`config.mk`:
```
export PLATFORM = sky130hd
export DESIGN_NAME = updown_cnt_cascade_flat
export DESIGN_NICKNAME = d
export VERILOG_FILES = /design/src/rtl/updown_cnt_cascade_if.sv /design/src/rtl/updown_cnt_cascade.sv /design/src/flat_wrapper.sv
export SDC_FILE = /design/constraint.sdc
export NUM_CORES = 1
export LEC_CHECK = 0
export ABC_CLOCK_PERIOD_IN_PS = 2400
export CAP_MARGIN = 10
export CORE_MARGIN = 8
export CORE_UTILIZATION = 43
export CTS_BUF_LIST = sky130_fd_sc_hd__clkbuf_2
export DETAILED_ROUTE_END_ITERATION = 7
export PLACE_DENSITY = 0.74
export SKIP_LAST_GASP = 1
export SYNTH_ARGS = -nofsm -noshare
export SYNTH_HDL_FRONTEND = slang
export SYNTH_SLANG_ARGS = --single-unit
```
`constraint.sdc`:
```
create_clock -name clk -period 2.4 [get_ports clk]
set_input_delay 0.48 -clock clk [delete_from_list [all_inputs] [get_ports clk]]
set_output_delay 0.48 -clock clk [all_outputs]
set_load 0.005 [all_outputs]
```
`src/rtl/updown_cnt_cascade_if.sv`:
```
`default_nettype none
// ============================================================================
// Module   : updown_cnt_cascade_if
// Purpose  : Control/status bundle of one up/down counter stage. The compare
//            signals exist only when CNT_CMP_EN is defined.
// Revision : 1.0  initial release
// ============================================================================
interface updown_cnt_cascade_if #(
   parameter int WIDTH = 8
);
   logic             pl;
   logic [WIDTH-1:0] din;
   logic             en;
   logic             up;
   logic             cin_n;
   logic [WIDTH-1:0] dout;
   logic             tc;
   logic             cout_n;
`ifdef CNT_CMP_EN
   logic [WIDTH-1:0] cmp_val;
   logic             cmp_hit;

   modport master (output pl, din, en, up, cin_n, cmp_val,
                   input  dout, tc, cout_n, cmp_hit);
   modport slave  (input  pl, din, en, up, cin_n, cmp_val,
                   output dout, tc, cout_n, cmp_hit);
`else
   modport master (output pl, din, en, up, cin_n,
                   input  dout, tc, cout_n);
   modport slave  (input  pl, din, en, up, cin_n,
                   output dout, tc, cout_n);
`endif
endinterface
`default_nettype wire

```
`src/rtl/updown_cnt_cascade.sv`:
```
`default_nettype none
// ============================================================================
// Module   : updown_cnt_cascade
// Purpose  : Cascadable up/down counter with load, enable, active-low carry
//            chain and wrap/saturate mode. Optional compare: CNT_CMP_EN.
// Revision : 1.0  initial release
// ============================================================================
module updown_cnt_cascade #(
   parameter int WIDTH    = 8,
   parameter int MAX_VAL  = 2**WIDTH - 1,
   parameter bit SATURATE = 1'b0
) (
   input  wire logic            clk,
   input  wire logic            reset,
   updown_cnt_cascade_if.slave  bus
);

   localparam logic [WIDTH-1:0] MAX_V = WIDTH'(MAX_VAL);

   logic [WIDTH-1:0] count_q;
   logic [WIDTH-1:0] count_d;
   logic [WIDTH-1:0] load_val;
   logic             act;
   logic             term;

   assign act  = bus.en & ~bus.cin_n;
   assign term = bus.up ? (count_q == MAX_V) : (count_q == '0);

   assign bus.dout   = count_q;
   assign bus.tc     = term;
   assign bus.cout_n = ~(act & term);

   // A full-range counter cannot receive an out-of-range load value.
   generate
      if (MAX_VAL == 2**WIDTH - 1) begin : g_no_clamp
         assign load_val = bus.din;
      end else begin : g_clamp
         assign load_val = (bus.din > MAX_V) ? MAX_V : bus.din;
      end
   endgenerate

   always_comb begin
      count_d = count_q;
      if (bus.pl) begin
         count_d = load_val;
      end else if (act) begin
         if (!term) begin
            count_d = bus.up ? (count_q + 1'b1) : (count_q - 1'b1);
         end else if (!SATURATE) begin
            count_d = bus.up ? '0 : MAX_V;
         end
      end
   end

   always_ff @(posedge clk) begin
      if (reset) begin
         count_q <= bus.up ? '0 : MAX_V;
      end else begin
         count_q <= count_d;
      end
   end

`ifdef CNT_CMP_EN
   logic cmp_hit_q;

   always_ff @(posedge clk) begin
      if (reset) begin
         cmp_hit_q <= 1'b0;
      end else begin
         cmp_hit_q <= (count_q == bus.cmp_val);
      end
   end

   assign bus.cmp_hit = cmp_hit_q;
`endif

endmodule
`default_nettype wire

```
`src/flat_wrapper.sv`:
```
// flat-port wrapper written by rule: the top's interface ports become plain ports
module updown_cnt_cascade_flat 
#(
   parameter int WIDTH    = 8,
   parameter int MAX_VAL  = 2**WIDTH - 1,
   parameter bit SATURATE = 1'b0
)
  (clk, reset, bus_pl, bus_din, bus_en, bus_up, bus_cin_n, bus_dout, bus_tc, bus_cout_n);
  updown_cnt_cascade_if #(.WIDTH(WIDTH)) bus_i ();
  input  wire logic clk;
  input  wire logic reset;
  input wire logic [$bits(bus_i.pl)-1:0] bus_pl;
  input wire logic [$bits(bus_i.din)-1:0] bus_din;
  input wire logic [$bits(bus_i.en)-1:0] bus_en;
  input wire logic [$bits(bus_i.up)-1:0] bus_up;
  input wire logic [$bits(bus_i.cin_n)-1:0] bus_cin_n;
  output wire logic [$bits(bus_i.dout)-1:0] bus_dout;
  output wire logic [$bits(bus_i.tc)-1:0] bus_tc;
  output wire logic [$bits(bus_i.cout_n)-1:0] bus_cout_n;
  assign bus_i.pl = bus_pl;
  assign bus_i.din = bus_din;
  assign bus_i.en = bus_en;
  assign bus_i.up = bus_up;
  assign bus_i.cin_n = bus_cin_n;
  assign bus_dout = bus_i.dout;
  assign bus_tc = bus_i.tc;
  assign bus_cout_n = bus_i.cout_n;
  updown_cnt_cascade #(.WIDTH(WIDTH), .MAX_VAL(MAX_VAL), .SATURATE(SATURATE)) u_core (.clk(clk), .reset(reset), .bus(bus_i));
endmodule
```
==> metrics <==
worst hold path type=in2reg; drt pass-1 iters=4; Cell Int Power=0.3876 mW; most common cell after layout, fill and taps aside=clkdlybuf4s50_1; Synth cell types=30; ys flop type=edfxtp_1; utilization after layout=69.13%; DR WL/cell=15.54 um; post-DP HPWL=1907 um; vias per cell=5.519; core area=1727 um2; Hold-fix buffers, CTS=0; fmax=0.4306 GHz; share of layout cells above drive strength 1=20.61%; syn_nets=111; register bit total from synthesis=8; delay of the slowest critical-path stage=0.42 ns; area leader, netlist=edfxtp_1; VDD IR max=0.2941 mV; Die H=58.75 um; Critical Path AT=2.33 ns; Avg Cell Area, Syn=8.731 um2; post-synth top area share=30.57%; Nets=154; routed wire length=2425 um; final hold vios=0; Die Wd=58.75 um; Mapped Cells=90; most frequent CP cell=buf_4; CTS tree=done; Setup CP Type=reg2reg; startpoint types=flip-flop; status=completed; Leakage=0.5135 nW; first-pass GRT wire length=3870 um; fin cells=156; dpl cells=150; Worst-path clk slew=0.09 ns; number of flip-flops in the largest register=8; synth-to-layout area growth=51.91%; Worst Skew=0.004395 ns; final max-slew violation count=0; Crit-path slowest cell=edfxtp_1; die area=3451 um2; Worst Tran Pin Value=0.3780 ns; Final min period=2.322 ns; RSZ-0062 raised after global routing=yes; GRT overflow=0; maxcap violations=0; Clock power frac=14.6%; largest net degree at the start of global routing=12; critical path's top delay family=compound AO/OA/AOI/OAI gates; Starting DRT DRC Count=22; Seq pwr share=33.6%; vias=861; CP bufs+invs=2; Routed Antenna Nets=0; initial antenna violation count=0; number of synthesized flops with an enable pin=8; Sw Share=35.78%; clk buf depth=2; clk_lat worst skew=0.26 ns; ANT cells=0; chain of cells forming the critical path=buf_4 -> buf_4 -> ha_1 -> o21ai_0 -> or3_1 -> a31o_2 -> a31oi_1 -> o31ai_1; setup violators final=0; ys async rst share=0%; Logic pwr share=51.9%; peak fanout along the critical path=4; Port Buf Inserts=23; Initial Util=45.51%; clock sinks=8; YS warnings=0; clk root buf=clkbuf_2; CTS Buf Count=3; DRC Markers=0; synth top area cells=edfxtp_1, ha_1, a21oi_1, nor2b_1, nand2_1; Cell Area, Synth=785.8 um2; Psw=0.2160 mW; CP Capture Type=flip-flop; gr usage total=14.43%; Rows=15; relative slew slack=74.80%; Final GP Congestion=0.8676; pwr dens=505.6 nW/um2; most frequent cells in the layout=clkdlybuf4s50_1, buf_4, a21oi_1; H-tree lvl count=1; WP data required=2.41 ns; I/O Pins=24; Seq/Total Area, Yosys=30.57%; final period utilization=96.76%; vias in the first global route=878
[per-stage QoR]
step           area, um2  hold WS, ns  setup WS [ns]  power [mW]  setup TNS, ns
2_1_floorplan      785.8       0.6873         0.2433      0.3563              0
3_3_place_gp        1141       0.8731        -0.3961      0.4892         -1.730
3_5_place_dp        1141       0.8830        -0.4860      0.4981         -2.203
4_1_cts             1169       0.8264       0.001378      0.5894              0
5_1_grt             1194       0.8502     -0.0007940      0.6402     -0.0007940
6_report            1194       0.8351        0.07781      0.6035              0
[power groups by stage]
stage,sequential [mW],clock (mW),combinational (mW)
finish,0.203,0.0879,0.313
CTS,0.202,0.0866,0.301
floorplan,0.205,0,0.151
detailed placement,0.204,0,0.295
global route,0.205,0.0939,0.341
global placement,0.203,0,0.286
[metal layers]
layer / part of all wire [%] / vias to the layer above / track usage [%] / routed length, um
met3: 6.1 / 5 / 3.043 / 149
met5: 0 / - / 0 / 0
met4: 2.3 / 0 / 9.215 / 55
met2: 51 / 42 / 24.14 / 1231
met1: 41 / 395 / 16.13 / 990
li1: - / 419 / - / -
[cell type report]
type                    count  area [um2]
clock buffers               3       15.01
fillers                   158       533.0
inverters                   6       22.52
multi-input cells          73       520.5
flip-flops and latches      8       240.2
well taps                  25       31.28
repair buffers             41       364.1
[worst register-to-register path: stages (launching register included)]
cell      delay (ns)
edfxtp_1        0.42
buf_4           0.15
buf_4           0.13
ha_1            0.34
o21ai_0         0.12
or3_1           0.40
a31o_2          0.24
a31oi_1         0.17
o31ai_1         0.08
[cells in the mapped netlist (2+ instances only)]
cell       n
a21oi_1   13
edfxtp_1   8
nand2_1    7
ha_1       6
inv_1      6
nor2b_1    6
o21ai_0    4
a21o_1     3
nand4_1    3
nor2_1     3
o31ai_1    3
or3_1      3
xnor2_1    3
a211oi_1   2
a31oi_1    2
clkbuf_1   2
nand3_1    2
xor2_1     2
[cell families after synthesis]
family          share of synthesized area [%]
compound gates                          23.41
xor+xnor                                5.574
fa+ha+maj                               12.10
buf+inv                                 5.255
flops                                   30.57
simple gates                            23.09
[repair_timing]
item,4_1_cts,5_1_grt
setup buffers,1,2
gates resized for setup,4,5
gates cloned,0,0
setup endpoints to repair,6,4
pin swaps,2,3
[final timing paths]
| check | start | endpoint | slack, ns | cells past startpoint |
|---|---|---|---|---|
| hold reg to reg | u_core.bus.dout[0] | u_core.bus.dout[0] | 0.93 | 3 |
| setup reg to reg | u_core.bus.dout[2] | u_core.bus.dout[7] | 0.08 | 8 |
| setup / recovery | u_core.bus.dout[2] | u_core.bus.dout[7] | 0.08 | 8 |
| hold / removal | bus_up | u_core.bus.dout[0] | 0.84 | 3 |
No activity file was read; power rests on OpenSTA's default activity.
==> edit: new RTL, same settings <==
`WIDTH` is set to 8 in 3 places; all go to 7.
--- a/src/rtl/updown_cnt_cascade_if.sv
+++ b/src/rtl/updown_cnt_cascade_if.sv
@@ -7,5 +7,5 @@
 // ============================================================================
 interface updown_cnt_cascade_if #(
-   parameter int WIDTH = 8
+   parameter int WIDTH = 7
 );
    logic             pl;
--- a/src/rtl/updown_cnt_cascade.sv
+++ b/src/rtl/updown_cnt_cascade.sv
@@ -7,5 +7,5 @@
 // ============================================================================
 module updown_cnt_cascade #(
-   parameter int WIDTH    = 8,
+   parameter int WIDTH    = 7,
    parameter int MAX_VAL  = 2**WIDTH - 1,
    parameter bit SATURATE = 1'b0
--- a/src/flat_wrapper.sv
+++ b/src/flat_wrapper.sv
@@ -2,5 +2,5 @@
 module updown_cnt_cascade_flat 
 #(
-   parameter int WIDTH    = 8,
+   parameter int WIDTH    = 7,
    parameter int MAX_VAL  = 2**WIDTH - 1,
    parameter bit SATURATE = 1'b0
Ports: changed (resized bus_din and bus_dout); port bits go from 24 to 22. The function was not compared with the original's and may differ.
==> edit against the original RTL <==
Area after synthesis is 16% lower. Die area is 12% lower. Clock skew is 0.0098 ns higher. Routed wire length is 9.5% lower. Sequential cell count is 1 lower. Power is 11% lower. Setup slack better by 0.15 ns. Combinational power is 15% lower. Design area is 12% lower. Largest cell class unchanged.
==> edit: results <==
[global_routing]
grt_pass1_vias = 693
grt_pass1_wl_mm = 3.263
grtUsageMet2_pct = 22.95
met1_usage_pct = 17.62
grt_use_met3_pct = 4.813
grt_max_degree = 12
gr-usage-all-layers_pct = 14.72

[setup_path]
r2r_cells = 7
critical_path.max_stage_delay_ns = 0.49
crit_family = compound AO/OA/AOI/OAI gates
arrival_ns = 2.22
crit_start = u_core.bus.dout[1]$_DFFE_PP_
critPathMaxFanout = 5
crit_path_top_delay_cell = edfxtp_1
r2r-end = u_core.bus.dout[4]$_DFFE_PP_
rrSetupSlack_ns = 0.22

[min_path]
whs_endpoint = u_core.bus.dout[0]$_DFFE_PP_

[detailed_routing]
route.met3.wl_um = 168
wl_met1_um = 885
vias_per_cell = 5.771
route.met2.wl_mm = 1.092
wire_per_inst_um = 16.76
top_layer_used = met4
first_iter_violations = 15

[placement]
dp_hpwl_mm = 1.599
placed_area_um2 = 949.7
portBuffers = 21
place.gp.congestion = 0.8463
preCtsSetupSlack_ns = -0.2831

[pwr]
switchingPower_uw = 184.6
powerClk_uw = 93.9
cellLeakagePower_nw = 0.4617
p_seq_uw = 177
peakVddDrop_v = 0.0002886
powerDensity_nw_per_um2 = 510.8

[final_layout]
largest_reg_flops = 7
drive_gt1_share_pct = 26.96
nFillCells = 115
final_nets = 135

[logic_synthesis]
synth-edff-count = 7
synth.distinct_cells = 28
synth_area_leaders = edfxtp_1 (32%), a21oi_1 (9.9%), ha_1 (9.5%), nor2b_1 (4.7%), o31ai_1 (4.6%)
ys_seq_area_share_pct = 31.88
syn-num-nets = 92
synth_common_cells = a21oi_1 (13), edfxtp_1 (7), ha_1 (5), nor2b_1 (5)

[clock_tree]
clk_latency_ns = 0.23

[timing]
hold_ws_ns = 0.7289
clock_skew_ns = 0.01417
maxSlewHeadroom_pct = 75.04
layout_setup_ws_ns = 0.2235

[status]
outcome = finished, final reports clean
-- edit: cell types whose count changed after synthesis, moves of 2 or more --
cell and delta:
nor4_1 +2, inv_1 -3, a31oi_1 -2, o21ai_0 -2, nor2_1 -2, nand2_1 -5
or3_1 -2
-- edit: cells by family (layout without fill, tap and decap cells) --
group	Yosys count	after routing	synth area share, %
compound gates	26	26	23.91
xor+xnor	4	4	5.314
fa+ha+maj	6	6	12.52
buf+inv	6	48	3.415
flops	7	7	31.88
simple gates	24	24	22.96
-- edit: how the worst max path moves through the flow --
stage                                   end  cells past startpoint
6_report       u_core.bus.dout[4]$_DFFE_PP_                      7
5_1_grt        u_core.bus.dout[6]$_DFFE_PP_                      7
4_1_cts                              bus_tc                      6
3_5_place_dp   u_core.bus.dout[4]$_DFFE_PP_                      8
3_3_place_gp                         bus_tc                      6
2_1_floorplan  u_core.bus.dout[6]$_DFFE_PP_                      7
-- edit: worst reg2reg max path, stage by stage (launching register included) --
cell      delay [ns]
edfxtp_1        0.49
buf_4           0.19
fa_1            0.45
a21o_1          0.19
a21oi_1         0.20
xnor2_1         0.17
a21oi_1         0.10
o31ai_1         0.21
-- edit: what timing repair did --
| action | CTS | global route |
|---|---|---|
| endpoints found under the setup margin | 3 | 2 |
| gates resized for setup | 2 | 4 |
| buffers inserted | 2 | 8 |
| pin swaps | 0 | 1 |
-- edit: stage by stage --
step           std cells  utilization [%]
6_report             131            71.43
5_1_grt              131            71.43
4_1_cts              123            67.26
3_5_place_dp         117            64.54
3_3_place_gp         117            64.54
2_1_floorplan         73                -
-- edit: layout make-up --
type,instances,area share [%]
timing repair buffer,40,33.57
multi-input combinational,60,41.19
sequential,7,20.00
inverter,4,1.429
clock buffer,4,1.905
tap,16,1.905
